## src/rtl/mux_rr_arbiter.sv

```systemverilog
// mux_rr_arbiter
//   Round-robin arbiter and sequencer for a shared NUM_REQ-input mux. It picks
//   one requester fairly, drives the mux select, and forwards that requester's
//   data as a valid/ready stream for up to MAX_BURST beats. Then it returns to
//   IDLE and arbitrates again, starting from the requester after the winner.
//
// Ports
//   clk       system clock, rising edge
//   rst       synchronous active-high reset
//   req       per-requester request/valid
//   in        packed requester data, requester k at in[k*DATA_W +: DATA_W]
//   gnt       one-hot grant (registered)
//   s         mux select, index of granted requester (registered)
//   op        selected data while op_valid, else 0
//   op_valid  beat present on op
//   op_ready  consumer accepts the beat
//   busy      high while a grant is active
//
// state | meaning
// IDLE  | no grant; choose the next winner from ptr onward
// GRANT | requester s owns the mux; beats flow until the burst ends or req drops

module mux_rr_arbiter #(
  parameter  int NUM_REQ   = 4,
  parameter  int DATA_W    = 8,
  parameter  int MAX_BURST = 4,
  localparam int SEL_W     = $clog2(NUM_REQ)
) (
  input  logic                      clk,
  input  logic                      rst,
  input  logic [NUM_REQ-1:0]        req,
  input  logic [NUM_REQ*DATA_W-1:0] in,
  output logic [NUM_REQ-1:0]        gnt,
  output logic [SEL_W-1:0]          s,
  output logic [DATA_W-1:0]         op,
  output logic                      op_valid,
  input  logic                      op_ready,
  output logic                      busy
);

  // Keep the counter at least one bit wide so MAX_BURST=1 still elaborates.
  localparam int CNT_W = (MAX_BURST > 1) ? $clog2(MAX_BURST) : 1;
  localparam logic [CNT_W-1:0] CNT_LAST = CNT_W'(MAX_BURST - 1);

  typedef enum logic {IDLE, GRANT} state_t;

  state_t             state;
  logic [SEL_W-1:0]   ptr;
  logic [CNT_W-1:0]   cnt;
  logic [SEL_W-1:0]   pick;
  logic               found;
  logic [DATA_W-1:0]  in_words [NUM_REQ];
  logic               xfer;
  logic               grant_end;

  for (genvar k = 0; k < NUM_REQ; k++) begin : g_unpack
    assign in_words[k] = in[k*DATA_W +: DATA_W];
  end

  // Walk the offsets from far to near so the nearest requester at or after
  // ptr is the last one written. NUM_REQ is a power of two, so the SEL_W-bit
  // add wraps modulo NUM_REQ.
  always_comb begin
    pick  = '0;
    found = 1'b0;
    for (int i = NUM_REQ - 1; i >= 0; i--) begin
      if (req[ptr + SEL_W'(i)]) begin
        pick  = ptr + SEL_W'(i);
        found = 1'b1;
      end
    end
  end

  assign busy     = (state == GRANT);
  assign op_valid = busy && req[s];
  assign op       = op_valid ? in_words[s] : '0;
  assign xfer     = op_valid && op_ready;

  // A withdrawn request ends the grant even though no beat moves on that edge.
  assign grant_end = busy && (!req[s] || (xfer && (cnt == CNT_LAST)));

  always_ff @(posedge clk) begin
    if (rst) begin
      state <= IDLE;
      ptr   <= '0;
      s     <= '0;
      gnt   <= '0;
      cnt   <= '0;
    end else begin
      case (state)
        IDLE: begin
          if (found) begin
            s     <= pick;
            gnt   <= NUM_REQ'(1) << pick;
            cnt   <= '0;
            state <= GRANT;
          end
        end
        GRANT: begin
          if (grant_end) begin
            // s is left alone so the last winner stays visible on the select.
            ptr   <= s + SEL_W'(1);
            gnt   <= '0;
            cnt   <= '0;
            state <= IDLE;
          end else if (xfer) begin
            cnt <= cnt + CNT_W'(1);
          end
        end
        default: state <= IDLE;
      endcase
    end
  end

endmodule

```

## config.mk

```make
export PLATFORM = sky130hd
export DESIGN_NAME = mux_rr_arbiter
export DESIGN_NICKNAME = d
export VERILOG_FILES = /design/src/rtl/mux_rr_arbiter.sv
export SDC_FILE = /design/constraint.sdc
export NUM_CORES = 1
export LEC_CHECK = 0
export ABC_AREA = 1
export ABC_CLOCK_PERIOD_IN_PS = 2800
export BUFFER_PORTS_ARGS = -buffer_cell sky130_fd_sc_hd__buf_4
export CORE_MARGIN = 3
export CORE_UTILIZATION = 48
export DETAILED_ROUTE_END_ITERATION = 12
export PLACE_DENSITY = 0.85
export RECOVER_POWER = 25
export SLEW_MARGIN = 20
export SYNTH_ARGS = -nofsm -noshare
export SYNTH_HDL_FRONTEND = slang
export SYNTH_SLANG_ARGS = --single-unit
```

## constraint.sdc

```tcl
create_clock -name clk -period 2.8 [get_ports clk]
set_input_delay 0.42 -clock clk [delete_from_list [all_inputs] [get_ports clk]]
set_output_delay 0.42 -clock clk [all_outputs]
set_load 0.05 [all_outputs]
```

; ---- Word-level counts from Yosys, hierarchy flattened
; Index checks and enable logic that the tools add are counted.
[classes]
n_bitwise = 2
magnitude_cmp = 6
reduce_logical = 10
n_mux = 32
n_eq_ne = 4
n_addsub = 5
shift = 1
[op_table]
columns = op, n
row1 = $mux W8, 3
row2 = $bmux W8 S2, 1
row3 = $lt A2 B3 Y1 const B, 5
row4 = $mux W2, 7
row5 = $mux W1, 11
row6 = $bmux W1 S2, 5
row7 = $mux W4, 2
row8 = $pmux W4 S2, 1
row9 = $reduce_and A2 Y1, 4
row10 = $add A2 B1 Y2 const B, 3
row11 = $add A2 B2 Y2 const B, 2
row12 = $logic_and A1 B1 Y1, 4
row13 = $pmux W2 S2, 1
row14 = $shl A1 B2 Y4 const A, 1
row15 = $ge A3 B3 Y1 const B, 1
row16 = $ne A3 B1 Y1 const B, 1
row17 = $not A2 Y3, 1
row18 = $eq A2 B2 Y1 const B, 1
row19 = $ne A2 B1 Y1 const B, 1
row20 = $ne A2 B2 Y1 const B, 1
row21 = $pmux W1 S2, 1
row22 = $logic_not A1 Y1, 1
row23 = $logic_or A1 B1 Y1, 1
row24 = $not A1 Y1, 1
[totals]
wordCells = 65
in_bits = 39
output_inout_bits = 16
reg_bits = 11

; ---- Logic depth before layout (Yosys ltp)
; Gate-level depths: netlist (run 1).
[logic_depth]
depth_word = 10
depth_mapped = 12

; ---- Worst setup path after synthesis (run 1)
; OpenSTA, ideal clock, no wires.
[synth_timing]
path_type = reg2out
start = register s[1]
end = output op[0]
path_buffers = 0
t_arrival_ns = 2.304
stages_incl_launch_ff = 7
setup_slack_ns = 0.076
required_ns = 2.380
path_cell_list = dfxtp_1 > inv_1 > nand3_1 > nand2_2 > nor2_4 > inv_2 > a21oi_1
[synth_between]
elab_cells_between_ends = 8
cone_classes = 6 x mux / 1 x bitwise / 1 x reduce/logical
[synth_rtl]
columns = element, line
row1 = "start, declared", 34  ; output logic [SEL_W-1:0] s,
row2 = "start signal, assigned", 93  ; s <= pick;
row3 = $bmux W1 S2, 75  ; assign op_valid = busy && req[s];
row4 = $mux W1 (not written as such), 75
row5 = $logic_and A1 B1 Y1, 75
row6 = net op_valid, 36  ; output logic op_valid,
row7 = $mux W8, 76  ; assign op = op_valid ? in_words[s] : '0;
row8 = "end, declared", 35  ; output logic [DATA_W-1:0] op,
; The timed path passes the listed nets, and every way through them passes these cells. The select of a mux whose other input is x is not followed.

; ---- Worst setup path after layout (run 1)
[layout_timing]
start = register s[1]
end = output op[1]
[layout_between]
elab_chain_len = 5
elab_cells_between_ends = 8
cone_classes = 6 x mux / 1 x bitwise / 1 x reduce/logical
[layout_lines]
columns = element, line
row1 = $not A2 Y3 (not written as such), 76
row2 = $bmux W8 S2, 76
row3 = $mux W8 (not written as such) (2 in a row), 76
row4 = $mux W8 (*), 76
; Every way passes the cells marked *; elsewhere a longest branch is shown, timed or not. The select of a mux whose other input is x is not followed.

==> flow_metrics.py, run 1 <==
metrics = {
    "yosys": {
        "synth_edf_count": 0,
        "synth_common_cells": "nor2_1, nand2_1, o21ai_0",
        "synthTopCellsByArea": "dfxtp_1, nor2_1, nand2_1",
        "yosys_warnings": 0,
        "avgSynthCellArea_um2": 5.789,
        "synth.most_common_cell": "nor2_1",
        "syn_nets": 217,
        "synth_top_area_cell": "dfxtp_1",
        "synth-seq-area-share": 0.2149,
        "ys_async_sr_fraction": 0,
        "synthDistinctLibCells": 23,
        "yosysTopAreaCellShare": 0.2149,
        "synth_seq_cells": 11,
        "synth_cells": 177,
        "synthFlopType": "dfxtp_1",
        "synth.cell_area_um2": 1025,
    },
    "global_routing": {
        "met3_usage": 0.01709,
        "grt_pass1_wl_mm": 4.995,
        "grt_max_degree": 20,
        "met2_usage": 0.4603,
        "top_usage_layer": "met2",
        "antenna_found_initial": 0,
        "grt_pass1_vias": 1221,
        "grt_overflow_total": 0,
        "grt_usage": 0.2378,
        "met1_usage": 0.2795,
    },
    "timing": {
        "finClkSkew_ns": 0.002048,
        "fin_crit_ns": 2.341,
        "fin_crit_sh": 0.8360,
        "fmax_mhz": 427.2,
        "finalSetupViolations": 0,
        "tns_ns": 0,
        "final_max_slew_viol_count": 0,
        "worstMarginPinSlew_ns": 0.6029,
        "slew_headroom": 0.5998,
        "rsz0062_at_grt": "false",
        "final.setup.worst_slack_ns": 0.4591,
        "hold_viol": 0,
    },
    "clock_network": {
        "cts_inserted_buffers": 3,
        "cts_setup_buffers": 0,
        "cts_sinks": 11,
        "clk_latency_ns": 0.28,
        "cts-hold-fix-buffers": 0,
        "root_buffer": "clkbuf_4",
        "cts_tree": "done",
        "cts_resized": 0,
        "cts_max_level": 1,
        "clk_path_buf_depth": 2,
        "clkTransAtPathRegs_ns": 0.08,
    },
    "placed_design": {
        "gp_congestion": 0.8282,
        "dp_slack_ns": 0.7753,
        "port_buffers": 54,
        "dp_hpwl_mm": 2.528,
    },
    "finish": {
        "syn_to_final_growth_pct": 40.66,
        "nets": 272,
        "drive_gt1_frac": 0.3290,
        "insertedDiodeCount": 0,
        "filler_cell_count": 171,
    },
    "worst_setup_path": {
        "end_kind": "output port",
        "reg2reg_slack_ns": 0.91,
        "cp.required_ns": 2.38,
        "crit_path_start_kind": "flip-flop",
        "cp_data_arrival_time_ns": 1.92,
        "worstPathMaxFanout": 12,
        "path_class": "reg2out",
    },
    "worst_hold_path": {
        "hold_class": "in2reg",
    },
    "power": {
        "seq_power_share": 0.196,
        "vdd_drop_max_v": 0.0007783,
        "netSwitchingFraction": 0.6043,
        "powerDensity_nw_per_um2": 1068,
        "comb_power_share": 0.730,
        "p_leak_nw": 0.7207,
        "internal-power_uw": 609.0,
        "p_sw_uw": 930.2,
        "clkPwrFrac": 0.074,
    },
    "run_status": {
        "status": "finished clean",
    },
    "flow_run": {
        "drv_cap": 0,
    },
    "floorplan": {
        "rows": 16,
        "core_region_area_um2": 1982,
        "design.die.area_um2": 2725,
        "die_h_um": 52.21,
        "initial_utilization": 0.5170,
        "ios": 55,
        "die_w_um": 52.21,
    },
    "routing": {
        "drt_wl_total_mm": 3.122,
        "drcViolationCount": 0,
        "ant_nets": 0,
        "first_pass_iters": 4,
        "via_per_inst": 5.132,
        "drt_iter0_markers": 30,
        "wl_per_cell_um": 12.10,
        "num_vias": 1324,
    },
}
-- cells in the final DEF (no fill, tap or decap), types with 3 or more instances in the layout --
cell      count
a21oi_1      17
buf_4        49
clkbuf_1      6
clkbuf_4      3
dfxtp_1      11
inv_1        12
inv_2         7
nand2_1      31
nand2_2       6
nand3_1      16
nand3_2       3
nor2_1       33
nor2_4        3
o21ai_0      19
o21ai_1       4
-- flip-flops by register name, summed over array words and instances, names as in the netlist --
register	count
gnt	4
cnt	2
ptr	2
s	2
busy	1
-- cell type report --
class,count,area [µm²],share of cell area
Multi-Input combinational cell,142,698.2,0.4844
Clock buffer,3,22.52,0.01563
Sequential cell,11,220.2,0.1528
Clock inverter,1,5.005,0.003472
Inverter,19,71.32,0.04948
Tap cell,27,33.78,0.02344
Timing Repair Buffer,55,390.4,0.2708
-- stage by stage --
step | cell area (µm²) | hold WS [ns] | cells | utilization | power [mW]
final | 1441 | 0.3343 | 258 | 0.7273 | 1.539
after global routing | 1441 | 0.3451 | 258 | 0.7273 | 1.674
after CTS | 1464 | 0.3383 | 258 | 0.7386 | 1.567
after detailed placement | 1436 | 0.4757 | 254 | 0.7247 | 1.446
after global placement | 1436 | 0.4703 | 254 | 0.7247 | 1.420
after floorplan | 1025 | 0.4891 | 177 | - | 1.174
-- worst paths after layout --
| path | to | depth (start not counted) | startpoint |
|---|---|---|---|
| worst min register to register | gnt[1] | 2 | gnt[1] |
| worst max-delay path | op[1] | 7 | s[1] |
| worst max register to register | cnt[0] | 10 | s[1] |
| worst min-delay path | gnt[2] | 2 | rst |
-- logic make-up after synthesis --
group / Yosys count / share of synthesized area
buffers and inverters: 24 / 0.1038
and+or+nand+nor: 99 / 0.4567
DFF: 11 / 0.2149
xor gates and xnor gates: 1 / 0.008549
adders and majority gates: 1 / 0.01221
AOI/OAI and AO/OA: 41 / 0.2039
-- power groups by stage --
stage	registers [mW]	clock network, mW	logic, mW
after global routing	0.312	0.122	1.24
after floorplan	0.388	0	0.786
final	0.302	0.114	1.12
after global placement	0.297	0	1.12
after detailed placement	0.304	0	1.14
after CTS	0.301	0.115	1.15
-- worst max-delay path, cell delays in order, from the launching register on --
cell and delay, ns:
dfxtp_1 0.57, inv_1 0.26, nand3_1 0.20, nand2_2 0.08, nor2_4 0.09, inv_2 0.09
a21oi_1 0.13, buf_4 0.21
-- routing by layer --
layer	vias up	wire length [µm]
met3	3	165
met4	0	27
li1	685	-
met5	-	0
met1	599	1276
met2	37	1653
No activity file was read; power rests on OpenSTA's default activity.
==> run 2, diff against run 1 <==
- ABC_CLOCK_PERIOD_IN_PS: 2800 -> 2300
- CORE_UTILIZATION: 48 -> 44
- PLACE_DENSITY: 0.85 -> 0.79
- clock period: 2.8 -> 2.3 ns (I/O delays scaled with it)
==> run 2 against run 1 <==
  * Hold slack got worse by 0.071 ns
  * First-iteration DRC count decreased by 10%
  * Via count decreased by 1.2%
==> flow_metrics.py, run 2 (same netlist as run 1, synthesis figures left out) <==
metrics = {
    "global_routing": {
        "grt_usage": 0.2355,
        "grt_overflow_total": 0,
        "grt_pass1_vias": 1273,
        "grt_max_degree": 20,
        "grt_pass1_wl_mm": 5.126,
        "antenna_found_initial": 0,
    },
    "clock_network": {
        "cts-hold-fix-buffers": 0,
        "clk_latency_ns": 0.27,
        "cts_inserted_buffers": 3,
        "cts_sinks": 11,
        "cts_tree": "done",
        "clk_path_buf_depth": 2,
        "root_buffer": "clkbuf_4",
        "clkTransAtPathRegs_ns": 0.07,
        "cts_setup_buffers": 0,
        "cts_max_level": 1,
    },
    "finish": {
        "filler_cell_count": 188,
        "final_cells": 259,
        "top_register": "gnt",
        "largest_reg_flops": 4,
        "multi_input_area_um2": 728.2,
        "layout_common_cells": "buf_4, nor2_1, nand2_1",
        "syn_to_final_growth_pct": 44.69,
        "register_area_um2": 221.5,
        "insertedDiodeCount": 0,
        "final_common_cell": "buf_4",
        "stdcell_area_um2": 1483,
        "nets": 273,
        "drive_gt1_frac": 0.3707,
    },
    "worst_setup_path": {
        "cp_data_arrival_time_ns": 1.70,
        "end_kind": "output port",
        "reg2reg_slack_ns": 0.58,
        "path_class": "reg2out",
        "path_buf_inv": 3,
        "worstPathMaxFanout": 19,
        "cp.required_ns": 1.96,
        "cpMostUsedCell": "inv_2",
        "cpPeakStageDelay_ns": 0.39,
        "critical-path-top-delay-family": "buffers and inverters",
        "crit_path_cell_trace": "inv_2, nand2_1, nand3_1, nand2_2, nor2_4, inv_2, a21oi_2, buf_4",
        "slowest_stage": "dfxtp_2",
        "crit_path_start_kind": "flip-flop",
    },
    "timing": {
        "fin_crit_ns": 2.041,
        "fin_crit_sh": 0.8873,
        "finalSetupViolations": 0,
        "slew_headroom": 0.6027,
        "finClkSkew_ns": 0.002462,
        "rsz0062_at_grt": "false",
        "worstMarginPinSlew_ns": 0.5985,
        "fmax_mhz": 490.0,
        "final_max_slew_viol_count": 0,
        "hold_viol": 0,
    },
    "routing": {
        "wl_per_cell_um": 12.18,
        "drcViolationCount": 0,
        "drt_wl_total_mm": 3.155,
        "ant_nets": 0,
        "first_pass_iters": 4,
        "num_vias": 1308,
        "drt_iter0_markers": 27,
        "via_per_inst": 5.050,
    },
    "floorplan": {
        "core_region_area_um2": 2082,
        "ios": 55,
        "rows": 16,
        "die_h_um": 54.26,
        "initial_utilization": 0.4922,
        "design.die.area_um2": 2944,
        "die_w_um": 54.26,
    },
    "power": {
        "powerDensity_nw_per_um2": 1305,
        "p_leak_nw": 0.7264,
        "vdd_drop_max_v": 0.0007729,
        "finalPower_mw": 1.934,
    },
    "placed_design": {
        "gp_congestion": 0.7840,
        "dp_hpwl_mm": 2.622,
        "placed_cells": 255,
        "port_buffers": 54,
        "placed_area_um2": 1474,
    },
    "flow_run": {
        "drv_cap": 0,
    },
    "worst_hold_path": {
        "hold_class": "in2reg",
    },
    "run_status": {
        "status": "finished clean",
    },
}
run 2: changes by cell type in the layout (fill, tap and decap cells not counted), sizes merged:
cell,change
buf,+2
clkinv,-1
run 2: path summary, 6_finish.rpt:
check | depth (start not counted) | endpoint | startpoint
max | 8 | op[7] | s[0]
min | 2 | gnt[0] | rst
max reg2reg | 10 | cnt[0] | s[0]
min reg2reg | 2 | gnt[0] | gnt[0]
run 2: timing repair:
| item | in CTS | in global routing |
|---|---|---|
| endpoints found under the hold margin | 0 | 0 |
| gates resized for setup | 0 | 1 |
| endpoints found under the setup margin | 0 | 8 |
run 2: per-layer routing:
metal / share of wire / global-route usage / up-vias
li1: - / - / 687
met1: 0.42 / 0.2583 / 578
met2: 0.50 / 0.4243 / 37
met3: 0.056 / 0.06540 / 6
met4: 0.017 / 0.09129 / 0
met5: 0 / 0 / -
run 2: cell type report:
| class | instances | area share |
|---|---|---|
| well taps | 27 | 0.02278 |
| repair buffers | 56 | 0.2709 |
| multi-input cells | 142 | 0.4911 |
| inverters | 19 | 0.04810 |
| clock buffers | 4 | 0.01772 |
| flip-flops and latches | 11 | 0.1494 |
run 2: power breakdown:
part	total [mW]	switching [mW]	internal, mW	leakage, nW
Combinational	1.45	1.01	0.445	0.621
Clock	0.136	0.0686	0.0672	0.0150
Sequential	0.347	0.0835	0.263	0.0908
Total	1.93	1.16	0.775	0.726
run 2: metrics by stage:
| stage | utilization | setup TNS, ns | hold slack [ns] | worst slack [ns] |
|---|---|---|---|---|
| final | 0.7121 | 0 | 0.2635 | 0.2593 |
| after global routing | 0.7121 | 0 | 0.2629 | 0.1300 |
| after CTS | 0.7206 | 0 | 0.2564 | 0.1037 |
| after detailed placement | 0.7079 | 0 | 0.4770 | 0.4153 |
| after global placement | 0.7079 | 0 | 0.4697 | 0.4958 |
| after floorplan | - | -0.7389 | 0.4141 | -0.09237 |
==> run 3, diff against run 2 <==
- CELL_PAD_IN_SITES_DETAIL_PLACEMENT: not set -> 0
- CELL_PAD_IN_SITES_GLOBAL_PLACEMENT: not set -> 1
- CORE_UTILIZATION: 44 -> 28
- PLACE_DENSITY: 0.79 -> not set
- PLACE_DENSITY_LB_ADDON: not set -> 0.1
==> run 3 against run 2 <==
  * First-iteration DRC count rose to 3.0 times the previous value
  * Sequential share of layout area down 0.45 points
  * Register-to-register slack worse by 0.02 ns
  * Clock power up 43%
  * Die area up 50%
  * Clock skew down 0.0010 ns
  * Wire length up 7.0%
  * Critical path depth unchanged
  * Non-clock buffer count unchanged
  * Critical path type unchanged
  * Critical endpoint unchanged
==> flow_metrics.py, run 3 (same netlist as run 1, synthesis figures left out) <==
metrics = {
    "clock_network": {
        "cts-hold-fix-buffers": 0,
        "cts_inserted_buffers": 3,
        "cts_setup_buffers": 0,
        "clk_latency_ns": 0.24,
        "clkTransAtPathRegs_ns": 0.05,
        "clk_path_buf_depth": 2,
        "cts_resized": 0,
        "cts_max_level": 1,
        "cts_tree": "done",
        "root_buffer": "clkbuf_8",
        "cts_sinks": 11,
    },
    "timing": {
        "hold_viol": 0,
        "rsz0062_at_grt": "false",
        "finalSetupViolations": 0,
        "worstMarginPinSlew_ns": 0.5951,
        "fin_crit_sh": 0.8948,
        "fin_crit_ns": 2.058,
        "hold_ws_ns": 0.3079,
        "final.setup.worst_slack_ns": 0.2420,
        "final_max_slew_viol_count": 0,
        "slew_headroom": 0.6049,
        "finClkSkew_ns": 0.001462,
        "tns_ns": 0,
        "fmax_mhz": 485.9,
    },
    "routing": {
        "ant_nets": 0,
        "drt_wl_total_mm": 3.377,
        "drt_iter0_markers": 81,
        "drcViolationCount": 0,
        "first_pass_iters": 4,
        "wl_per_cell_um": 12.15,
        "num_vias": 1322,
        "via_per_inst": 4.755,
    },
    "floorplan": {
        "core_region_area_um2": 3442,
        "die_h_um": 66.50,
        "initial_utilization": 0.2977,
        "ios": 55,
        "design.die.area_um2": 4422,
        "rows": 21,
        "die_w_um": 66.50,
    },
    "finish": {
        "register_area_um2": 220.2,
        "final_cells": 278,
        "final_common_cell": "buf_4",
        "filler_cell_count": 397,
        "final_util": 0.4417,
        "multi_input_area_um2": 728.2,
        "top_register": "gnt",
        "layout_common_cells": "buf_4, nor2_1, nand2_1",
        "syn_to_final_growth_pct": 48.35,
        "drive_gt1_frac": 0.3621,
        "largest_reg_flops": 4,
        "nets": 273,
        "insertedDiodeCount": 0,
    },
    "power": {
        "powerDensity_nw_per_um2": 1312,
        "vdd_drop_max_v": 0.0005742,
        "clkPwrFrac": 0.098,
        "seq_power_share": 0.166,
        "p_sw_mw": 1.174,
        "internal-power_uw": 820.6,
        "p_leak_nw": 0.7298,
        "netSwitchingFraction": 0.5886,
        "comb_power_share": 0.736,
    },
    "global_routing": {
        "grt_pass1_vias": 1306,
        "grt_usage": 0.1628,
        "grt_pass1_wl_mm": 5.658,
        "grt_max_degree": 20,
        "grt_overflow_total": 0,
        "antenna_found_initial": 0,
    },
    "worst_hold_path": {
        "hold_class": "in2reg",
        "hold_depth": 2,
    },
    "placed_design": {
        "gp_congestion": 0.9136,
        "port_buffers": 54,
        "placed_cells": 274,
        "dp_slack_ns": 0.4963,
        "dp_hpwl_mm": 2.653,
    },
    "flow_run": {
        "drv_cap": 0,
    },
    "worst_setup_path": {
        "crit_path_start_kind": "flip-flop",
        "end_kind": "output port",
        "cp_data_arrival_time_ns": 1.71,
        "r2r_cells": 11,
        "path_class": "reg2out",
        "cp.required_ns": 1.96,
        "worstPathMaxFanout": 19,
    },
    "run_status": {
        "status": "finished clean",
    },
}
run 3: changes by cell type in the layout (fill, tap and decap cells not counted), sizes merged:
cell / previous run / this run
buf: 51 / 50
clkbuf: 9 / 10
run 3: worst paths after layout:
check	slack (ns)	endpoint	from
min	0.31	gnt[1]	rst
min reg2reg	0.48	gnt[3]	gnt[3]
max reg2reg	0.56	cnt[0]	s[0]
max	0.24	op[7]	s[0]
run 3: critical path, stage by stage (launching register included):
cell,delay [ns]
dfxtp_1,0.39
buf_4,0.26
nand2_1,0.07
nand3_1,0.12
nand2_2,0.08
nor2_4,0.09
inv_2,0.11
a21oi_2,0.13
buf_4,0.21
run 3: layout make-up:
class                      count  area share
clock buffer                   4     0.02963
inverter                      19     0.04691
multi-input combinational    142      0.4790
sequential                    11      0.1449
tap                           46     0.03786
timing repair buffer          56      0.2617
run 3: power groups by stage:
stage,Sequential (mW),Clock (mW),Combinational (mW)
floorplan,0.473,0,1.00
global placement,0.330,0,1.49
detailed placement,0.335,0,1.50
CTS,0.331,0.200,1.51
global route,0.341,0.210,1.63
finish,0.331,0.195,1.47
run 3: metal layers:
layer,GRT usage,share of wire
met5,0,0
met4,0.04822,0.010
met3,0.03373,0.062
met2,0.2726,0.45
met1,0.2083,0.48
run 3: metrics by stage:
step | cell area, µm² | power, mW
after floorplan | 1055 | 1.474
after global placement | 1498 | 1.821
after CTS | 1543 | 2.038
after global routing | 1520 | 2.178
after detailed placement | 1498 | 1.835
final | 1520 | 1.995
